$ cat src/rtl/arith_pkg.sv
// Shared types and encodings for the bit-serial arithmetic blocks.
package arith_pkg;

    // Sequencer states of the serial add/subtract unit.
    typedef enum logic [1:0] {
        IDLE = 2'd0,
        RUN  = 2'd1,
        DONE = 2'd2
    } state_t;

    // Encoding of the sub input.
    localparam logic SUB_MODE_ADD = 1'b0;
    localparam logic SUB_MODE_SUB = 1'b1;

    // Operand B as seen by the adder: inverted in subtract mode so that
    // a - b - borrow becomes a + ~b + ~borrow.
    function automatic logic cond_invert(input logic bit_in, input logic sub_mode);
        return (sub_mode == SUB_MODE_SUB) ? ~bit_in : bit_in;
    endfunction

endpackage

$ cat src/rtl/full_adder_cell.sv
// Single-bit full adder built from two half-adder stages and an OR.
module full_adder_cell (
    input  logic a,
    input  logic b,
    input  logic cin,
    output logic sum,
    output logic cout
);

    logic ha1_sum;
    logic ha1_carry;
    logic ha2_carry;

    // First half adder on the operand bits, second half adder folds in the
    // carry; either stage producing a carry yields the cell carry.
    always_comb begin
        ha1_sum   = a ^ b;
        ha1_carry = a & b;
        sum       = ha1_sum ^ cin;
        ha2_carry = ha1_sum & cin;
        cout      = ha1_carry | ha2_carry;
    end

endmodule

$ cat src/rtl/serial_adder_sub.sv
// Bit-serial add/subtract unit: one full-adder cell reused over WIDTH
// cycles, LSB first, with valid/ready handshakes on both sides.
//
// state | meaning
// ------+-------------------------------------------------------------
// IDLE  | waiting for operands, in_ready high
// RUN   | one operand bit pair per cycle through the full-adder cell
// DONE  | result presented with out_valid, held until out_ready
module serial_adder_sub
    import arith_pkg::*;
#(
    parameter int WIDTH = 8,
    parameter int CNT_W = $clog2(WIDTH) + 1
) (
    input  logic             clk,
    input  logic             rst,
    input  logic             in_valid,
    output logic             in_ready,
    input  logic [WIDTH-1:0] a,
    input  logic [WIDTH-1:0] b,
    input  logic             sub,
    input  logic             cin,
    output logic             out_valid,
    input  logic             out_ready,
    output logic [WIDTH-1:0] sum,
    output logic             carry_out,
    output logic             overflow,
    output logic             busy
);

    state_t state;
    state_t state_next;

    logic [WIDTH-1:0] op_a;
    logic [WIDTH-1:0] op_b;
    logic [WIDTH-1:0] res;
    logic [WIDTH-1:0] res_next;
    logic             carry;
    logic             c_msb_in;
    logic [CNT_W-1:0] idx;

    logic accept;
    logic last_bit;
    logic fa_sum;
    logic fa_cout;

    full_adder_cell u_fa (
        .a    (op_a[0]),
        .b    (op_b[0]),
        .cin  (carry),
        .sum  (fa_sum),
        .cout (fa_cout)
    );

    // State register.
    always_ff @(posedge clk) begin
        if (rst) begin
            state <= IDLE;
        end else begin
            state <= state_next;
        end
    end

    // Next-state decode and handshake/result outputs; result ports read
    // zero outside DONE so partial sums in RUN never leak out.
    always_comb begin
        state_next = state;
        in_ready   = 1'b0;
        out_valid  = 1'b0;
        busy       = 1'b0;
        sum        = '0;
        carry_out  = 1'b0;
        overflow   = 1'b0;
        accept     = 1'b0;
        last_bit   = (idx == CNT_W'(WIDTH - 1));
        case (state)
            IDLE: begin
                in_ready = 1'b1;
                accept   = in_valid;
                if (in_valid) begin
                    state_next = RUN;
                end
            end
            RUN: begin
                busy = 1'b1;
                if (last_bit) begin
                    state_next = DONE;
                end
            end
            DONE: begin
                out_valid = 1'b1;
                sum       = res;
                carry_out = carry;
                overflow  = c_msb_in ^ carry;
                if (out_ready) begin
                    state_next = IDLE;
                end
            end
            default: begin
                state_next = IDLE;
            end
        endcase
    end

    // New sum bit enters at the MSB while the result shifts right, so after
    // WIDTH shifts bit 0 of the operands has landed in bit 0 of the result.
    always_comb begin
        res_next            = res >> 1;
        res_next[WIDTH-1]   = fa_sum;
    end

    // Operand capture and per-bit datapath update.
    always_ff @(posedge clk) begin
        if (rst) begin
            op_a     <= '0;
            op_b     <= '0;
            res      <= '0;
            carry    <= 1'b0;
            c_msb_in <= 1'b0;
            idx      <= '0;
        end else begin
            case (state)
                IDLE: begin
                    if (accept) begin
                        op_a     <= a;
                        op_b     <= (sub == SUB_MODE_SUB) ? ~b : b;
                        carry    <= cond_invert(cin, sub);
                        c_msb_in <= 1'b0;
                        idx      <= '0;
                    end
                end
                RUN: begin
                    op_a  <= op_a >> 1;
                    op_b  <= op_b >> 1;
                    res   <= res_next;
                    carry <= fa_cout;
                    idx   <= idx + CNT_W'(1);
                    if (last_bit) begin
                        c_msb_in <= carry;
                    end
                end
                default: begin
                    op_a <= op_a;
                end
            endcase
        end
    end

endmodule
$ cat config.mk
export PLATFORM = sky130hd
export DESIGN_NAME = serial_adder_sub
export DESIGN_NICKNAME = d
export VERILOG_FILES = /design/src/rtl/arith_pkg.sv /design/src/rtl/full_adder_cell.sv /design/src/rtl/serial_adder_sub.sv
export SDC_FILE = /design/constraint.sdc
export NUM_CORES = 1
export LEC_CHECK = 0
export ABC_AREA = 0
export BUFFER_PORTS_ARGS = -buffer_cell sky130_fd_sc_hd__buf_2
export CAP_MARGIN = 20
export CORE_UTILIZATION = 52
export DETAILED_ROUTE_END_ITERATION = 10
export PLACE_DENSITY_LB_ADDON = 0.1
export SYNTH_ARGS = -nofsm -noshare
export SYNTH_HDL_FRONTEND = slang
export SYNTH_HIERARCHICAL = 1
export SYNTH_SLANG_ARGS = --single-unit
$ cat constraint.sdc
create_clock -name clk -period 1.5 [get_ports clk]
set_input_delay 0.075 -clock clk [delete_from_list [all_inputs] [get_ports clk]]
set_output_delay 0.075 -clock clk [all_outputs]
set_load 0.01 [all_outputs]
# Word level (Yosys, flattened, before mapping)
# Cells that the tools add are included.
[word_totals] regBits=32 input_bits=22 out_inout_bits=13 wordCells=52
[op_classes] addsub=1 eq_ne=7 n_mux=24 bitwise=8 n_reduce_logical=5
[ops] operator="2-to-1 mux 8 bit" n=4
[ops] operator="one-hot mux 8 bit (2 select lines)" n=2
[ops] operator="2-to-1 mux 1 bit" n=10
[ops] operator="inequality test 2 bit (second input constant)" n=4
[ops] operator="inverter 8 bit" n=1
[ops] operator="one-hot mux 4 bit (2 select lines)" n=1
[ops] operator="2-to-1 mux 2 bit" n=3
[ops] operator="one-hot mux 2 bit (3 select lines)" n=1
[ops] operator="AND reduction 3 bit" n=2
[ops] operator="adder 4 x 1 -> 4 bit (second input constant)" n=1
[ops] operator="== test 4 x 3 -> 1 bit (second input constant)" n=1
[ops] operator="2-to-1 mux 4 bit" n=1
[ops] operator="one-hot mux 1 bit (2 select lines)" n=2
[ops] operator="bitwise XOR 1 bit" n=3
[ops] operator="AND 1 bit" n=2
[ops] operator="== test 2 x 1 -> 1 bit (second input constant)" n=1
[ops] operator="== test 2 bit (second input constant)" n=1
[ops] operator="zero test 2 bit" n=1
[ops] operator="AND reduction 2 bit" n=1
[ops] operator="nonzero test 2 bit" n=1
[ops] operator="inverter 1 bit" n=1
[ops] operator="OR 1 bit" n=1

# Logic depth before layout (Yosys ltp)
# Gate-level depths: netlist of the first run.
[depth] depth_word=4 ltp_mapped=5 mapped_depth_nobuf=4

# Modules after synthesis
# The synthesis of the first run kept the hierarchy.
[modules_own_cells] mod="serial_adder_sub" instances=1 cells_each=175 area_each_um2=1490.2 seq_area_each_um2=640.6
[modules_own_cells] mod="full_adder_cell" instances=1 cells_each=1 area_each_um2=20.0 seq_area_each_um2=0.0

# Least setup slack after synthesis of the first run
# OpenSTA, ideal clock, no wires.
[synth_path] path_type="register to register" start="register state[1]" end="register op_a[7]" setup_time_ns=0.128 arrival_time_ns=1.061 required_time_ns=1.372 path_slack_ns=0.312 stages_incl_launch_ff=6 path_buffers=2 period_less_slack_ns=1.188 path_cell_list="dfxtp_1 buf_2 o21bai_2 buf_4 a22oi_1 nor2_1"
[synth_via] elab_chain_len=4 elab_cells_between_ends=7 classes_between="eq/ne: 2; mux: 2; reduce/logical: 3"
[synth_lines] element="start: declaration" line="serial_adder_sub.sv:31" rtl="state_t state;"
[synth_lines] element="start signal: assignment" line="serial_adder_sub.sv:60" rtl="state <= state_next;"
[synth_lines] element="zero test 2 bit" line="serial_adder_sub.sv:76, serial_adder_sub.sv:122"
[synth_lines] element="2-to-1 mux 1 bit" line="serial_adder_sub.sv:76" rtl="case (state)"
[synth_lines] element="inequality test 2 bit (no line)"
[synth_lines] element="AND reduction 2 bit (no line)"
[synth_lines] element="end signal: assignment" line="serial_adder_sub.sv:133" rtl="op_a <= op_a >> 1;"
[synth_lines] element="end signal: assignment" line="serial_adder_sub.sv:143" rtl="op_a <= op_a;"
[synth_lines] element="end: declaration" line="serial_adder_sub.sv:34" rtl="logic [WIDTH-1:0] op_a;"
# Parallel ways exist; a longest one is shown, timed or not.
# A chain may end at the register's enable or synchronous reset.

# Worst setup path in the final report of the first run
[layout_path] start="register state[1]" end="output busy"
[layout_via] elab_chain_len=2
[layout_lines] element="== test 2 x 1 -> 1 bit" line="serial_adder_sub.sv:76"
[layout_lines] element="2-to-1 mux 1 bit" line="serial_adder_sub.sv:76"
[layout_lines] element="end: declaration" line="serial_adder_sub.sv:28" rtl="output logic busy"
# Every way passes these cells.

==> summary.log, run 1 <==
INFO  power          vdd_ir_drop_max=0.00115V
INFO  worst_hold_path worstHoldPathType=input port to register
INFO  synthesis      synth-edff-count=0
INFO  layout         synthToLayoutAreaGrowth=19.8%
INFO  floorplan      placeableCoreArea=0.00276mm2
INFO  floorplan      ioPinCount=35
INFO  synthesis      post_synth_fa_ha_maj_area_fraction=2.15%
INFO  power          p_total=1.82mW
INFO  setup_path     critical_path.reg2reg.startpoint=state[0]
INFO  placed_design  hpwl_after_dpl=2110um
INFO  setup_path     worst-endpoint-required=1.42ns
INFO  sta            setup_slack=0.111ns
INFO  synthesis      yosys.area.top_type=dfxtp_1
INFO  setup_path     type_of_the_worst_setup_path=register to output pin
INFO  global_route   via_count_of_the_first_global_routing_pass=1109
INFO  synthesis      synth.area.top_cells=dfxtp_1 (42%), a22oi_1 (5.5%), a21oi_1 (5.3%), xnor2_1 (5.2%), nand2_1 (4.5%)
INFO  route          drt_pass1_iterations=4
INFO  route          first_iter_violations=72
INFO  placed_design  port_buffers=34
INFO  synthesis      synth_cell_types=33
INFO  sta            fin_worst_skew=0.0103ns
INFO  layout         layout_utilization=65.6%
INFO  floorplan      chipHeight=55.9um
INFO  sta            timing.hold.ws=0.0181ns
INFO  setup_path     worst_setup_path_startpoint=state[1]
INFO  sta            hold_viol_final=0
INFO  placed_design  finalWeightedCongestion=0.756
INFO  power          power.share.sequential=50.9%
INFO  synthesis      largest_family_of_logic_cells_by_synthesized_area=simple AND/OR/NAND/NOR gates
INFO  worst_hold_path hold_path_startpoint=b[4]
INFO  sta            finalSetupViolCount=0
INFO  clock_network  htree_levels=2
INFO  sta            finalCriticalPeriod=1.39ns
INFO  sta            grt_setup_unrepaired=false
INFO  global_route   grtUsageTotal=20.4%
INFO  route          vias_per_inst=5.48
INFO  synthesis      predominant_post_synthesis_flop_cell=dfxtp_1
INFO  synthesis      yosys-top-cells-count=dfxtp_1 (32), nand2_1 (18), a21oi_1 (16), nor2_1 (14), a22oi_1 (11)
INFO  power          p_sw_share=25.2%
INFO  flow_run       timing.max_cap.violations=0
INFO  clock_network  post_cts.repair.setup_buffers=0
INFO  synthesis      mappedNetlistArea=0.00151mm2
INFO  power          leakagePower=0.756nW
INFO  floorplan      floorplan.initialDensity=54.8%
INFO  synthesis      ys_seq_area_share=42.4%
INFO  layout         drive_gt1_share=25.8%
INFO  clock_network  worst_skew_pair.late_latency=0.34ns
INFO  sta            maxClockFrequency=0.720GHz
INFO  global_route   largest_net_degree_at_the_start_of_global_routing=26
INFO  synthesis      synthCells=176
INFO  route          routed_wirelength=3110um
INFO  synthesis      syn-mean-instance-area=8.58um2
INFO  sta            tns=0ns
INFO  synthesis      synth_nets=200
INFO  route          route.antenna.remaining_nets=0
INFO  sta            finalMaxSlewViolations=0
INFO  global_route   grt_antenna_before_repair=0
INFO  setup_path     start_kind=register
INFO  floorplan      row_count=19
INFO  layout         final_nets=236
INFO  global_route   first_pass_grt_wire_length=4970um
INFO  route          routedWlPerCell=12.7um
INFO  layout         layout.cells.non_filler=244
INFO  global_route   congestion_overflow_gr=0
INFO  clock_network  worst_setup_hold_path_clk_slew=0.11ns
INFO  synthesis      yosys.area_share.simple=25.8%
INFO  floorplan      die_area=0.00312mm2
INFO  placed_design  placed_cells=234
INFO  synthesis      most_numerous_cell_in_the_yosys_netlist=dfxtp_1
INFO  clock_network  cts_num_sinks=32
INFO  synthesis      synth-xor-area-share=5.80%
INFO  synthesis      postSynth.asyncResetShare=0%
INFO  clock_network  cts_tree=done
INFO  clock_network  cts_made_buffers=5
INFO  setup_path     crit_path_max_fanout=23
INFO  power          share_comb_of_total_power=13.4%
INFO  power          power.internal=1.36mW
INFO  synthesis      ys_warn_count=6
INFO  clock_network  clock-root-buffer=clkbuf_4
INFO  placed_design  post-place-ws=0.170ns
INFO  run_status     outcome=complete, no violations
INFO  synthesis      synth_compound_area_share=18.6%
INFO  synthesis      synth_mux_area_share=0%
INFO  floorplan      die_w=55.9um
INFO  synthesis      ys_ff_latch=32
INFO  placed_design  post_dp_cell_area=0.00170mm2
INFO  synthesis      netlist.area_leader.share=42.4%
INFO  setup_path     cp.arrival=1.31ns
INFO  sta            period_share=92.6%
INFO  power          pwrdens=1000mW/mm2
INFO  layout         fin_area=0.00181mm2
INFO  setup_path     critPathCaptureType=output pin
INFO  power          power.clock.fraction=35.7%
INFO  route          drc_errors=0
INFO  sta            timing.slew.headroom=76.6%
INFO  route          routed-via-count=1337
INFO  sta            max_slew.worst_pin.slew=0.352ns
INFO  layout         antenna_cells=0
INFO  power          net-switching-power=457uW
INFO  clock_network  cts_buffer_depth=2
[layout make-up]
class | count | area, um2
Timing Repair Buffer | 43 | 243
Fill cell | 248 | 948
Multi-Input combinational cell | 128 | 793
Clock inverter | 3 | 42.5
Sequential cell | 32 | 642
Inverter | 2 | 12.5
Tap cell | 31 | 38.8
Clock buffer | 5 | 37.5
[cells in the final DEF, fill, tap and decap left out, types with 2 or more instances in the layout]
cell type	count
a211oi_1	2
dlygate4sd3_1	2
clkbuf_4	5
o22ai_1	8
dfxtp_1	31
and2_1	9
nand2b_1	9
xnor2_1	9
nor2_1	14
nand3_1	3
buf_4	7
buf_2	34
a21oi_1	16
a31oi_1	2
nor3_1	8
a22oi_1	11
nand2_1	18
or3b_1	7
[flip-flops by register name (all words and copies together) (netlist names)]
name / cells
res: 8
op_a: 8
idx: 4
c_msb_in: 1
op_b: 8
carry: 1
state: 2
[layer usage]
metal | track usage, % | vias to the layer above | routed length, um
met3 | 7.21 | 6 | 158
met4 | 6.62 | 0 | 42
li1 | - | 680 | -
met1 | 25.9 | 616 | 1420
met2 | 32.5 | 35 | 1480
met5 | 0 | - | 0
[power by group through the flow]
stage	sequential, mW	combinational (mW)	clock, mW
floorplan	0.937	0.173	0
global placement	0.942	0.229	0
detailed placement	0.944	0.236	0
CTS	0.925	0.241	0.653
global route	0.932	0.271	0.703
finish	0.925	0.243	0.649
[path summary, 6_finish.rpt]
| path | to | slack (ns) | cells past startpoint |
|---|---|---|---|
| min reg2reg | res[0] | 0.47 | 2 |
| min | op_b[4] | 0.02 | 3 |
| max | busy | 0.11 | 3 |
| max reg2reg | idx[2] | 0.16 | 4 |
[repair_timing]
action                                  CTS  global route
hold buffers                              1             1
endpoints found under the setup margin   10            10
pin swaps                                 0             0
gates resized for setup                   2             3
endpoints found under the hold margin     1             3
[critical path: stages (launching register included)]
cell      delay (ns)
dfxtp_2         0.42
nand2b_2        0.20
clkinv_4        0.16
buf_2           0.18
[cells by family (layout without fill, tap and decap cells)]
group / Yosys count / in the layout
AO/OA/AOI/OAI: 43 / 43
XOR/XNOR: 10 / 10
AND/OR/NAND/NOR: 73 / 73
flip-flops: 32 / 32
adder cells (fa/ha/maj): 2 / 2
buffers and inverters: 16 / 53
Power figures use the tool's default switching activity.
==> run 2, diff against run 1 <==
- CTS_BUF_LIST: default -> sky130_fd_sc_hd__clkbuf_8 sky130_fd_sc_hd__clkbuf_16
==> summary.log, run 2 (synthesized netlist as in run 1, its figures left out) <==
INFO  run_status     outcome=complete, no violations
INFO  layout         largest_registers=op_a (8), op_b (8), res (8)
INFO  sta            setup_slack=0.128ns [+0.0173 ns]
INFO  route          routed-via-count=1319 [-1.3%]
INFO  layout         fin_area=0.00182mm2 [+0.35%]
INFO  clock_network  cts_buffer_depth=2 [unchanged]
INFO  floorplan      ioPinCount=35 [unchanged]
INFO  layout         layout_utilization=65.8% [+0.23 points]
INFO  route          routedWlPerCell=12.6um [-0.83%]
INFO  floorplan      chipHeight=55.9um [unchanged]
INFO  placed_design  port_buffers=34 [unchanged]
INFO  clock_network  htree_levels=2 [unchanged]
INFO  route          vias_per_inst=5.45 [-0.53%]
INFO  layout         synthToLayoutAreaGrowth=20.2%
INFO  sta            finalMaxSlewViolations=0 [unchanged]
INFO  sta            tns=0ns [unchanged]
INFO  floorplan      die_area=0.00312mm2 [unchanged]
INFO  setup_path     type_of_the_worst_setup_path=register to output pin
INFO  placed_design  hpwl_after_dpl=2110um [unchanged]
INFO  power          vdd_ir_drop_max=0.00110V [-4.4%]
INFO  route          drc_errors=0 [unchanged]
INFO  layout         layout_common_cells=buf_2 (34), dfxtp_1 (31), nand2_1 (18)
INFO  layout         num-fill-cells=247 [-0.40%]
INFO  sta            finalCriticalPeriod=1.37ns [-0.0173 ns]
INFO  layout         antenna_cells=0 [unchanged]
INFO  sta            timing.slew.headroom=74.7% [-1.9 points]
INFO  floorplan      row_count=19 [unchanged]
INFO  setup_path     timing.critical_path.buf_inv=2 [unchanged]
INFO  sta            maxClockFrequency=0.729GHz [+1.3%]
INFO  setup_path     critPathCaptureType=output pin
INFO  setup_path     cp_slowest_cell=dfxtp_2
INFO  clock_network  worst_skew_pair.late_latency=0.28ns [-0.06 ns]
INFO  power          pwrdens=1090mW/mm2 [+8.1%]
INFO  global_route   first_pass_grt_wire_length=4900um [-1.5%]
INFO  floorplan      die_w=55.9um [unchanged]
INFO  layout         drive_gt1_share=25.1% [-0.70 points]
INFO  global_route   congestion_overflow_gr=0 [unchanged]
INFO  setup_path     timing.critical_path.max_delay_family=buffers and inverters
INFO  route          route.antenna.remaining_nets=0 [unchanged]
INFO  clock_network  cts_num_sinks=32 [unchanged]
INFO  power          leakagePower=0.764nW [+1.0%]
INFO  route          routed_wirelength=3050um [-1.6%]
INFO  floorplan      floorplan.initialDensity=54.8% [unchanged]
INFO  global_route   grtUsageTotal=20.0% [-0.39 points]
INFO  setup_path     crit_path_max_fanout=23 [unchanged]
INFO  setup_path     worst-endpoint-required=1.42ns [about the same]
INFO  placed_design  post-place-ws=0.170ns [unchanged]
INFO  clock_network  clock-root-buffer=clkbuf_8
INFO  layout         layout.cells.most_common=buf_2
INFO  sta            period_share=91.5% [-1.2 points]
INFO  sta            hold_viol_final=0 [unchanged]
INFO  layout         layout.cells.non_filler=242 [-0.82%]
INFO  worst_hold_path worstHoldPathType=input port to register
INFO  sta            finalSetupViolCount=0 [unchanged]
INFO  setup_path     worstPathCellList=nand2b_1 > inv_4 > buf_2
INFO  sta            fin_worst_skew=0.00733ns [-0.00292 ns]
INFO  flow_run       timing.max_cap.violations=0 [unchanged]
INFO  setup_path     cp.arrival=1.30ns [about the same]
INFO  global_route   grt_antenna_before_repair=0 [unchanged]
INFO  placed_design  finalWeightedCongestion=0.756 [unchanged]
INFO  setup_path     timing.critical_path.slowest_cell_delay=0.37ns [-0.05 ns]
INFO  sta            grt_setup_unrepaired=false
INFO  clock_network  post_cts.repair.setup_buffers=0 [unchanged]
INFO  placed_design  post_dp_cell_area=0.00170mm2 [unchanged]
INFO  clock_network  worst_setup_hold_path_clk_slew=0.07ns [-0.04 ns]
INFO  clock_network  cts_made_buffers=5 [unchanged]
INFO  sta            timing.hold.ws=0.0407ns [+0.0226 ns]
INFO  placed_design  placed_cells=234 [unchanged]
INFO  sta            max_slew.worst_pin.slew=0.379ns [+0.0279 ns]
INFO  route          drt_pass1_iterations=4 [unchanged]
INFO  setup_path     start_kind=register
INFO  power          p_total=1.97mW [+8.5%]
INFO  route          first_iter_violations=48 [-33%]
INFO  global_route   largest_net_degree_at_the_start_of_global_routing=26 [unchanged]
INFO  layout         final_nets=234 [-0.85%]
INFO  global_route   via_count_of_the_first_global_routing_pass=1112 [+0.27%]
INFO  clock_network  cts_tree=done
INFO  floorplan      placeableCoreArea=0.00276mm2 [unchanged]
[run 2: power breakdown]
group          switching (mW)  internal, mW  leakage [nW]  total (mW)
Combinational           0.124         0.113         0.447       0.237
Clock                   0.318         0.491        0.0541       0.809
Sequential             0.0295         0.896         0.262       0.926
Total                   0.472          1.50         0.764        1.97
[run 2: worst reg2reg max path, delay by kind of cell (launching register included)]
| kind | cells | cell delay (ns) |
|---|---|---|
| AOI/OAI and AO/OA | 2 | 0.61 |
| buffers and inverters | 1 | 0.22 |
| DFF | 1 | 0.34 |
| and+or+nand+nor | 1 | 0.04 |
[run 2: worst paths after layout]
path	cells after the start	endpoint	start	slack [ns]
setup reg to reg	4	idx[2]	state[0]	0.16
hold reg to reg	2	res[0]	res[0]	0.46
hold / removal	3	op_a[7]	a[7]	0.04
setup / recovery	3	busy	state[1]	0.13
[run 2: area by class of cell]
cell class,count,area (um2),area share (%)
Sequential cell,32,642,35.4
Timing Repair Buffer,41,223,12.3
Inverter,2,10.0,0.551
Multi-Input combinational cell,128,791,43.6
Clock inverter,3,42.5,2.34
Clock buffer,5,68.8,3.79
Tap cell,31,38.8,2.14
[run 2: what timing repair did]
action                                  in CTS  in global routing
endpoints found under the setup margin       2                  0
gates resized for setup                      2                  0
hold buffers                                 0                  0
[run 2: routing by layer]
layer / GRT usage (%) / vias to the layer above / wire length, um
met4: 8.71 / 0 / 40
met2: 31.8 / 38 / 1410
met5: 0 / - / 0
met3: 5.81 / 5 / 150
li1: - / 675 / -
met1: 25.3 / 601 / 1450
